[config.mk]
export PLATFORM = sky130hd
export DESIGN_NAME = serv_state_wide
export DESIGN_NICKNAME = d
export VERILOG_FILES = /design/src/rtl/serv_pkg.sv /design/src/rtl/serv_cnt.sv /design/src/rtl/serv_state_wide.sv
export SDC_FILE = /design/constraint.sdc
export NUM_CORES = 1
export LEC_CHECK = 0
export ABC_AREA = 0
export BUFFER_PORTS_ARGS = -buffer_cell sky130_fd_sc_hd__clkbuf_2
export CORE_MARGIN = 1.5
export CORE_UTILIZATION = 35
export DETAILED_ROUTE_END_ITERATION = 10
export PLACE_DENSITY_LB_ADDON = 0.15
export SYNTH_ARGS = -nofsm -noshare
export SYNTH_HDL_FRONTEND = slang
export SYNTH_SLANG_ARGS = --single-unit
[constraint.sdc]
create_clock -name i_clk -period 1.4 [get_ports i_clk]
set_input_delay 0.07 -clock i_clk [delete_from_list [all_inputs] [get_ports i_clk]]
set_output_delay 0.07 -clock i_clk [all_outputs]
set_load 0.05 [all_outputs]
[src/rtl/serv_pkg.sv]
// serv_pkg: shared definitions for the W-bit-per-cycle sequencing slice.
//   state_e        FSM states of serv_state_wide (encoding is visible on o_state)
//   OP_*           bit positions inside the i_op bundle
//   CNT_W          width of the bit-position counter
//   w_is_legal()   legal datapath widths (1, 2, 4, 8)
package serv_pkg;

   typedef enum logic [2:0] {
      ST_IDLE   = 3'd0,
      ST_DECODE = 3'd1,
      ST_INIT   = 3'd2,
      ST_WAIT2  = 3'd3,
      ST_RUN    = 3'd4
   } state_e;

   // i_op = {e_op, rd_op, mem_op, shift_op, sh_right, slt_op, branch_op}
   localparam int OP_BRANCH   = 0;
   localparam int OP_SLT      = 1;
   localparam int OP_SH_RIGHT = 2;
   localparam int OP_SHIFT    = 3;
   localparam int OP_MEM      = 4;
   localparam int OP_RD       = 5;
   localparam int OP_E        = 6;
   localparam int OP_W        = 7;

   localparam int CNT_W = 5;

   function automatic bit w_is_legal(input int w);
      case (w)
         1, 2, 4, 8: return 1'b1;
         default:    return 1'b0;
      endcase
   endfunction

endpackage

[src/rtl/serv_cnt.sv]
// serv_cnt: bit-position counter for one 32-bit phase processed W bits per cycle.
//   i_clk, i_rst   clock, synchronous active-high reset
//   i_start        begin a phase (ignored while a phase is already running)
//   o_cnt          bit index of the LSB of the current W-bit chunk
//   o_cnt_en       phase running; high for exactly 32/W cycles
//   o_cnt_done     last step of the phase (combinational)
module serv_cnt
   import serv_pkg::*;
#(
   parameter int W = 1
) (
   input  logic             i_clk,
   input  logic             i_rst,
   input  logic             i_start,
   output logic [CNT_W-1:0] o_cnt,
   output logic             o_cnt_en,
   output logic             o_cnt_done
);

   // An unsupported width degrades to the bit-serial step instead of never finishing.
   localparam int STEP = w_is_legal(W) ? W : 1;
   localparam logic [CNT_W-1:0] STEP_V = CNT_W'(STEP);
   localparam logic [CNT_W-1:0] LAST_V = CNT_W'(32 - STEP);

   logic [CNT_W-1:0] cnt_r;
   logic             cnt_en_r;

   // Step the position; the natural 5-bit wrap brings it back to 0 after the last chunk.
   always_ff @(posedge i_clk) begin
      if (i_rst) begin
         cnt_r    <= {CNT_W{1'b0}};
         cnt_en_r <= 1'b0;
      end else begin
         if (cnt_en_r) begin
            cnt_r <= cnt_r + STEP_V;
         end else begin
            cnt_r <= cnt_r;
         end
         if (o_cnt_done) begin
            cnt_en_r <= 1'b0;
         end else if (i_start) begin
            cnt_en_r <= 1'b1;
         end else begin
            cnt_en_r <= cnt_en_r;
         end
      end
   end

   assign o_cnt      = cnt_r;
   assign o_cnt_en   = cnt_en_r;
   assign o_cnt_done = cnt_en_r & (cnt_r == LAST_V);

endmodule

[src/rtl/serv_state_wide.sv]
// serv_state_wide: instruction sequencing for the serial RISC-V core at W bits/cycle.
// Flow: IDLE (fetch) -> DECODE -> [INIT -> WAIT2] -> RUN -> IDLE.
// Parameters: W (1,2,4,8), RESET_STRATEGY ("NONE" leaves decision latches unreset),
//             WITH_CSR (0 disables all trap generation).
// Ports: ibus/dbus request+ack, RF read/write prepare strobes and ready, decoded op
//        bundle i_op, ALU compare/misalign inputs, shifter done; outputs the state,
//        counter (o_cnt/o_cnt_en/o_cnt_done), PC/jump/trap controls, rd enable,
//        byte count and bufreg enable.
// Optional macro SERV_STATE_MDU_EN adds i_mdu_op/o_mdu_valid/i_mdu_ready; without it
// multiply/divide instructions reach this block as illegal (e_op) instructions.
module serv_state_wide
   import serv_pkg::*;
#(
   parameter int W              = 1,
   parameter     RESET_STRATEGY = "MINI",
   parameter int WITH_CSR       = 1
) (
   input  logic             i_clk,
   input  logic             i_rst,
   input  logic             i_new_irq,
   output logic             o_ibus_cyc,
   input  logic             i_ibus_ack,
   output logic             o_dbus_cyc,
   input  logic             i_dbus_ack,
   output logic             o_rf_rreq,
   output logic             o_rf_wreq,
   input  logic             i_rf_ready,
   input  logic [OP_W-1:0]  i_op,
   input  logic             i_cond_branch,
   input  logic             i_bne_or_bge,
   input  logic             i_alu_cmp,
   input  logic             i_ctrl_misalign,
   input  logic             i_mem_misalign,
   input  logic             i_sh_done,
`ifdef SERV_STATE_MDU_EN
   input  logic             i_mdu_op,
   output logic             o_mdu_valid,
   input  logic             i_mdu_ready,
`endif
   output logic [2:0]       o_state,
   output logic             o_init,
   output logic             o_cnt_en,
   output logic [CNT_W-1:0] o_cnt,
   output logic             o_cnt_done,
   output logic             o_ctrl_pc_en,
   output logic             o_ctrl_jump,
   output logic             o_ctrl_trap,
   output logic             o_rf_rd_en,
   output logic [1:0]       o_mem_bytecnt,
   output logic             o_bufreg_en
);

   localparam bit RST_ALL = (RESET_STRATEGY != "NONE");
   localparam bit CSR_EN  = (WITH_CSR != 0);

   state_e           state_r, state_s;
   logic             ibus_cyc_r, trap_r, done_r, jump_r, trap_sync_r, sh_done_r;
   logic             rreq_s, wreq_s, dbus_cyc_s, start_s, strobe_s;
   logic             cnt_en_s, cnt_done_s, two_stage_s, jump_s, trap_sync_s;
   logic             fetch_ack_s, init_end_s, run_start_s, run_end_s, irq_s;
   logic [CNT_W-1:0] cnt_s;
`ifdef SERV_STATE_MDU_EN
   logic             mdu_valid_s;
`endif

   serv_cnt #(.W(W)) u_cnt (
      .i_clk      (i_clk),
      .i_rst      (i_rst),
      .i_start    (start_s),
      .o_cnt      (cnt_s),
      .o_cnt_en   (cnt_en_s),
      .o_cnt_done (cnt_done_s)
   );

`ifdef SERV_STATE_MDU_EN
   assign two_stage_s = i_op[OP_SLT] | i_op[OP_MEM] | i_op[OP_BRANCH] | i_op[OP_SHIFT] | i_mdu_op;
`else
   assign two_stage_s = i_op[OP_SLT] | i_op[OP_MEM] | i_op[OP_BRANCH] | i_op[OP_SHIFT];
`endif
   // i_alu_cmp is only meaningful on the last INIT step, which is when this is latched.
   assign jump_s      = i_op[OP_BRANCH] & (~i_cond_branch | (i_alu_cmp ^ i_bne_or_bge));
   assign trap_sync_s = CSR_EN & ((jump_s & i_ctrl_misalign) | (i_op[OP_MEM] & i_mem_misalign));
   // irq only counts when sampled at the DECODE->execute decision; later irqs wait.
   assign irq_s       = (state_r == ST_DECODE) & i_new_irq;
   assign fetch_ack_s = (state_r == ST_IDLE) & ibus_cyc_r & i_ibus_ack;
   assign init_end_s  = (state_r == ST_INIT) & cnt_done_s;
   assign run_end_s   = (state_r == ST_RUN) & cnt_done_s;
   assign run_start_s = start_s & (state_s == ST_RUN);

   // Next-state and WAIT2 handshakes; done_r makes each WAIT2 strobe single-shot.
   always_comb begin
      state_s    = state_r;
      rreq_s     = 1'b0;
      wreq_s     = 1'b0;
      dbus_cyc_s = 1'b0;
      start_s    = 1'b0;
      strobe_s   = 1'b0;
`ifdef SERV_STATE_MDU_EN
      mdu_valid_s = 1'b0;
`endif
      case (state_r)
         ST_IDLE: begin
            if (fetch_ack_s) begin
               rreq_s  = 1'b1;
               state_s = ST_DECODE;
            end else begin
               state_s = ST_IDLE;
            end
         end
         ST_DECODE: begin
            if (i_rf_ready) begin
               start_s = 1'b1;
               state_s = (two_stage_s & ~i_new_irq) ? ST_INIT : ST_RUN;
            end else begin
               state_s = ST_DECODE;
            end
         end
         ST_INIT: begin
            if (cnt_done_s) begin
               state_s = ST_WAIT2;
            end else begin
               state_s = ST_INIT;
            end
         end
         ST_WAIT2: begin
            if (!done_r) begin
               if (trap_sync_r) begin
                  rreq_s   = 1'b1;
                  strobe_s = 1'b1;
               end
`ifdef SERV_STATE_MDU_EN
               else if (i_mdu_op) begin
                  mdu_valid_s = 1'b1;
                  if (i_mdu_ready) begin
                     wreq_s   = 1'b1;
                     strobe_s = 1'b1;
                  end else begin
                     wreq_s   = 1'b0;
                  end
               end
`endif
               else if (i_op[OP_MEM]) begin
                  dbus_cyc_s = 1'b1;
                  if (i_dbus_ack) begin
                     wreq_s   = 1'b1;
                     strobe_s = 1'b1;
                  end else begin
                     wreq_s   = 1'b0;
                  end
               end else if (i_op[OP_SHIFT]) begin
                  if (i_sh_done | ~i_op[OP_SH_RIGHT]) begin
                     wreq_s   = 1'b1;
                     strobe_s = 1'b1;
                  end else begin
                     wreq_s   = 1'b0;
                  end
               end else begin
                  wreq_s   = 1'b1;
                  strobe_s = 1'b1;
               end
               state_s = ST_WAIT2;
            end else if (i_rf_ready) begin
               start_s = 1'b1;
               state_s = ST_RUN;
            end else begin
               state_s = ST_WAIT2;
            end
         end
         ST_RUN: begin
            if (cnt_done_s) begin
               state_s = ST_IDLE;
            end else begin
               state_s = ST_RUN;
            end
         end
         default: state_s = ST_IDLE;
      endcase
   end

   // Sequencing state is reset under every strategy so the core always restarts with a fetch.
   always_ff @(posedge i_clk) begin
      if (i_rst) begin
         state_r    <= ST_IDLE;
         ibus_cyc_r <= 1'b1;
         trap_r     <= 1'b0;
         done_r     <= 1'b0;
      end else begin
         state_r <= state_s;
         if (run_end_s) begin
            ibus_cyc_r <= 1'b1;
         end else if (fetch_ack_s) begin
            ibus_cyc_r <= 1'b0;
         end else begin
            ibus_cyc_r <= ibus_cyc_r;
         end
         if (run_end_s) begin
            trap_r <= 1'b0;
         end else if (run_start_s) begin
            trap_r <= CSR_EN & (i_op[OP_E] | irq_s | trap_sync_r);
         end else begin
            trap_r <= trap_r;
         end
         if (init_end_s) begin
            done_r <= 1'b0;
         end else if (strobe_s) begin
            done_r <= 1'b1;
         end else begin
            done_r <= done_r;
         end
      end
   end

   // Branch/trap decisions captured at the end of INIT and held until RUN completes.
   always_ff @(posedge i_clk) begin
      if (RST_ALL && i_rst) begin
         jump_r      <= 1'b0;
         trap_sync_r <= 1'b0;
         sh_done_r   <= 1'b0;
      end else begin
         if (init_end_s) begin
            jump_r      <= jump_s;
            trap_sync_r <= trap_sync_s;
         end else if (run_end_s) begin
            jump_r      <= 1'b0;
            trap_sync_r <= 1'b0;
         end else begin
            jump_r      <= jump_r;
            trap_sync_r <= trap_sync_r;
         end
         sh_done_r <= i_sh_done;
      end
   end

   // Strobes are suppressed while reset is asserted so an abort never leaks a request.
   assign o_rf_rreq     = rreq_s & ~i_rst;
   assign o_rf_wreq     = wreq_s & ~i_rst;
   assign o_dbus_cyc    = dbus_cyc_s & ~i_rst;
   assign o_cnt_done    = cnt_done_s & ~i_rst;
`ifdef SERV_STATE_MDU_EN
   assign o_mdu_valid   = mdu_valid_s & ~i_rst;
`endif
   assign o_ibus_cyc    = ibus_cyc_r;
   assign o_state       = state_r;
   assign o_init        = (state_r == ST_INIT);
   assign o_cnt_en      = cnt_en_s;
   assign o_cnt         = cnt_s;
   assign o_ctrl_pc_en  = cnt_en_s & ~o_init;
   assign o_ctrl_jump   = jump_r;
   assign o_ctrl_trap   = trap_r;
   assign o_rf_rd_en    = i_op[OP_RD] & ~o_init;
   assign o_mem_bytecnt = cnt_s[4:3];
   assign o_bufreg_en   = (cnt_en_s & (o_init | trap_r | i_op[OP_BRANCH])) |
                          (i_op[OP_SHIFT] & (state_r == ST_WAIT2) & (i_op[OP_SH_RIGHT] | sh_done_r));

endmodule

==> flow_metrics.tcl <==
set metrics [dict create \
    drt_first_pass_iters 4 \
    utilization 0.6165 \
    hold_class "primary input to register" \
    ys_async_sr_fraction 0 \
    criticalPathCategory "register to output port" \
    clock_skew_ns 0.0006499 \
    wirelength_um 2353 \
    holdBufCountCts 0 \
    ys_types 39 \
    p_per_area_nw_per_um2 728.8 \
    synth-edff-count 0 \
    finalPower_w 0.001013 \
    routedWlPerCell_um 13.22 \
    finalCritPeriodShare 1.064 \
    status "finished, violations left" \
    yosysWarningCount 0 \
    overflow 0 \
    crit_path_max_fanout 6 \
    grt_pass1_wl_um 3912 \
    layout-drive-gt1-share 0.5867 \
    path_clk_slew_ns 0.08 \
    ys.flop_type "dfxtp_1" \
    syn_area_sq_um 848.3 \
    critPathLaunchType "register" \
    dp_hpwl_um 1774 \
    drc 0 \
    row_count 17 \
    worstPathCellList "nor3b_4 -> and2b_4 -> clkbuf_16" \
    critical_path_required_ns 1.33 \
    setup_viol 9 \
    slew_headroom 0.7210 \
    rsz0062_at_grt "true" \
    tightest_slew_ns 0.4142 \
    stdcell_count 178 \
    fmax_mhz 671.3 \
    die_w_um 52.23 \
    die_area_sq_um 2728 \
    worstSetupEndpointType "output port" \
    start_util 0.3762 \
    gp_congestion 0.7725 \
    dieHeight_um 52.23 \
    crit_arrival_ns 1.42 \
    nNetsFinal 172 \
    setup-tns-final_ns -0.4593 \
    syn2layout_area_growth_pct 63.86 \
    root_buffer "clkbuf_4" \
    fin_ws_ns -0.08956 \
    io_pins 41 \
    track_usage 0.1896 \
    num_antenna_cells 0 \
    routed_via_density 5.225 \
    ys_seq_elements 15 \
    antenna_found_initial 0 \
    grt_max_degree 16 \
    violations "negative setup slack" \
    clk_path_buf_depth 2 \
    multi_input_area_sq_um 613.1 \
    cts_htree_levels 1 \
    r2r_slack_ns -0.04 \
    hold_violations 0 \
    cp_slowest_stage_delay_ns 0.38 \
    syn_area_per_cell_sq_um 8.569 \
    vdd_drop_max_v 0.0005752 \
    synth-seq-area-share 0.3540 \
    cts_tree "yes" \
    maxCapViolCount 0 \
    core_area_sq_um 2255 \
    drv_slew 0 \
    leakage_nw 0.6067 \
    numCtsBuffers 3 \
    hold_slack_ns 0.02914 \
    period_needed_ns 1.490 \
    drt_iter0_drc 12 \
    synthCells 99 \
    cts_num_sinks 15 \
    port_buffers 40 \
    grt_pass1_vias 840 \
    postRouteAntennaNets 0 \
    seqCellArea_sq_um 324.1 \
    dpl.cell_count 167 \
    insertion_delay_ns 0.27 \
    vias 930 \
    final.fill_count 205 \
    cp_slowest_cell "dfxtp_4" \
    synth_nets 120 \
]
final cells by class:
| cell class | instances | area share |
|---|---|---|
| multi-input combinational | 75 | 0.4410 |
| clock buffer | 4 | 0.01890 |
| tap | 28 | 0.02520 |
| inverter | 4 | 0.01080 |
| sequential | 15 | 0.2331 |
| timing repair buffer | 52 | 0.2709 |
layer usage:
layer	routed length [um]	vias up	track usage
met2	1272	25	0.3502
met1	959	439	0.2275
met5	0	-	0
met3	103	2	0.01714
met4	18	0	0.06410
li1	-	464	-
worst paths after layout:
| path | startpoint | endpoint | depth (start not counted) |
|---|---|---|---|
| min reg2reg | o_ctrl_jump | o_ctrl_jump | 2 |
| max reg2reg | u_cnt.o_cnt[1] | o_state[0] | 7 |
| min | i_sh_done | sh_done_r | 2 |
| max | o_state[1] | o_rf_rd_en | 3 |
layout by cell type, fill, tap and decap left out, drive strengths merged, types with 2 or more instances in the layout:
master and count:
ha 2, o21ai 3, a221oi 2, a31oi 3
nand3 4, and3 2, mux2i 3, clkbuf 37
inv 4, a21oi 5, and2b 2, nand4b 2
o31ai 2, buf 19, nor2b 3, or2 2
o2111ai 2, xnor2 2, nand2 8, xor2 2
nand4 2, nor2 12, dfxtp 15
flip-flops by register name, indices dropped and copies added (netlist names):
register and count:
o_ctrl_trap 1, o_ctrl_jump 1, u_cnt.o_cnt 5, sh_done_r 1
done_r 1, o_state 3, trap_sync_r 1, o_ibus_cyc 1
u_cnt.o_cnt_en 1
synth_stat cells (2+ instances only):
master / n / area share
xnor2_1: 2 / 0.021
or2_2: 2 / 0.015
dfxtp_1: 15 / 0.35
and2b_1: 2 / 0.018
nand4b_1: 2 / 0.021
mux2i_1: 3 / 0.035
nand3_1: 4 / 0.024
a31oi_1: 3 / 0.022
a21oi_1: 5 / 0.029
o31ai_1: 2 / 0.018
nand4_1: 2 / 0.015
buf_4: 2 / 0.018
xor2_1: 2 / 0.021
and3_1: 2 / 0.015
o2111ai_1: 2 / 0.021
nor2b_1: 2 / 0.015
ha_1: 2 / 0.029
inv_1: 4 / 0.018
nand2_1: 8 / 0.035
o21ai_0: 3 / 0.018
nor2_1: 12 / 0.053
cell families (layout without fill, tap and decap cells):
kind of cell             after synthesis  count (layout)  share of synthesized area
AO/OA/AOI/OAI                         22              22                     0.1873
XOR/XNOR                               4               4                    0.04131
adder cells (fa/ha/maj)                2               2                    0.02949
buffers and inverters                  9              60                    0.05898
flip-flops                            15              15                     0.3540
multiplexers                           3               3                    0.03540
AND/OR/NAND/NOR                       44              44                     0.2935
power breakdown:
part           switching (W)  leakage, nW  internal, W
Combinational       0.000180        0.464     0.000129
Clock               0.000127       0.0150     0.000110
Sequential         0.0000269        0.128     0.000440
metrics by stage:
step | instance area [sq um] | worst slack [ns]
2_1_floorplan | 944.7 | -0.2940
3_3_place_gp | 1182 | 0.04361
3_5_place_dp | 1182 | 0.01439
4_1_cts | 1351 | -0.09734
5_1_grt | 1390 | -0.1607
6_report | 1390 | -0.08956
timing repair:
action,CTS,global route
cloned,0,0
pin swaps,2,4
endpoints found under the setup margin,9,15
gates resized for setup,20,14
setup buffers,6,1
critical path, delay by kind of cell (launching register included):
| family | cells | cell delay, ns |
|---|---|---|
| buf+inv | 1 | 0.16 |
| flops | 1 | 0.38 |
| simple gates | 2 | 0.60 |
Power figures use the tool's default switching activity.
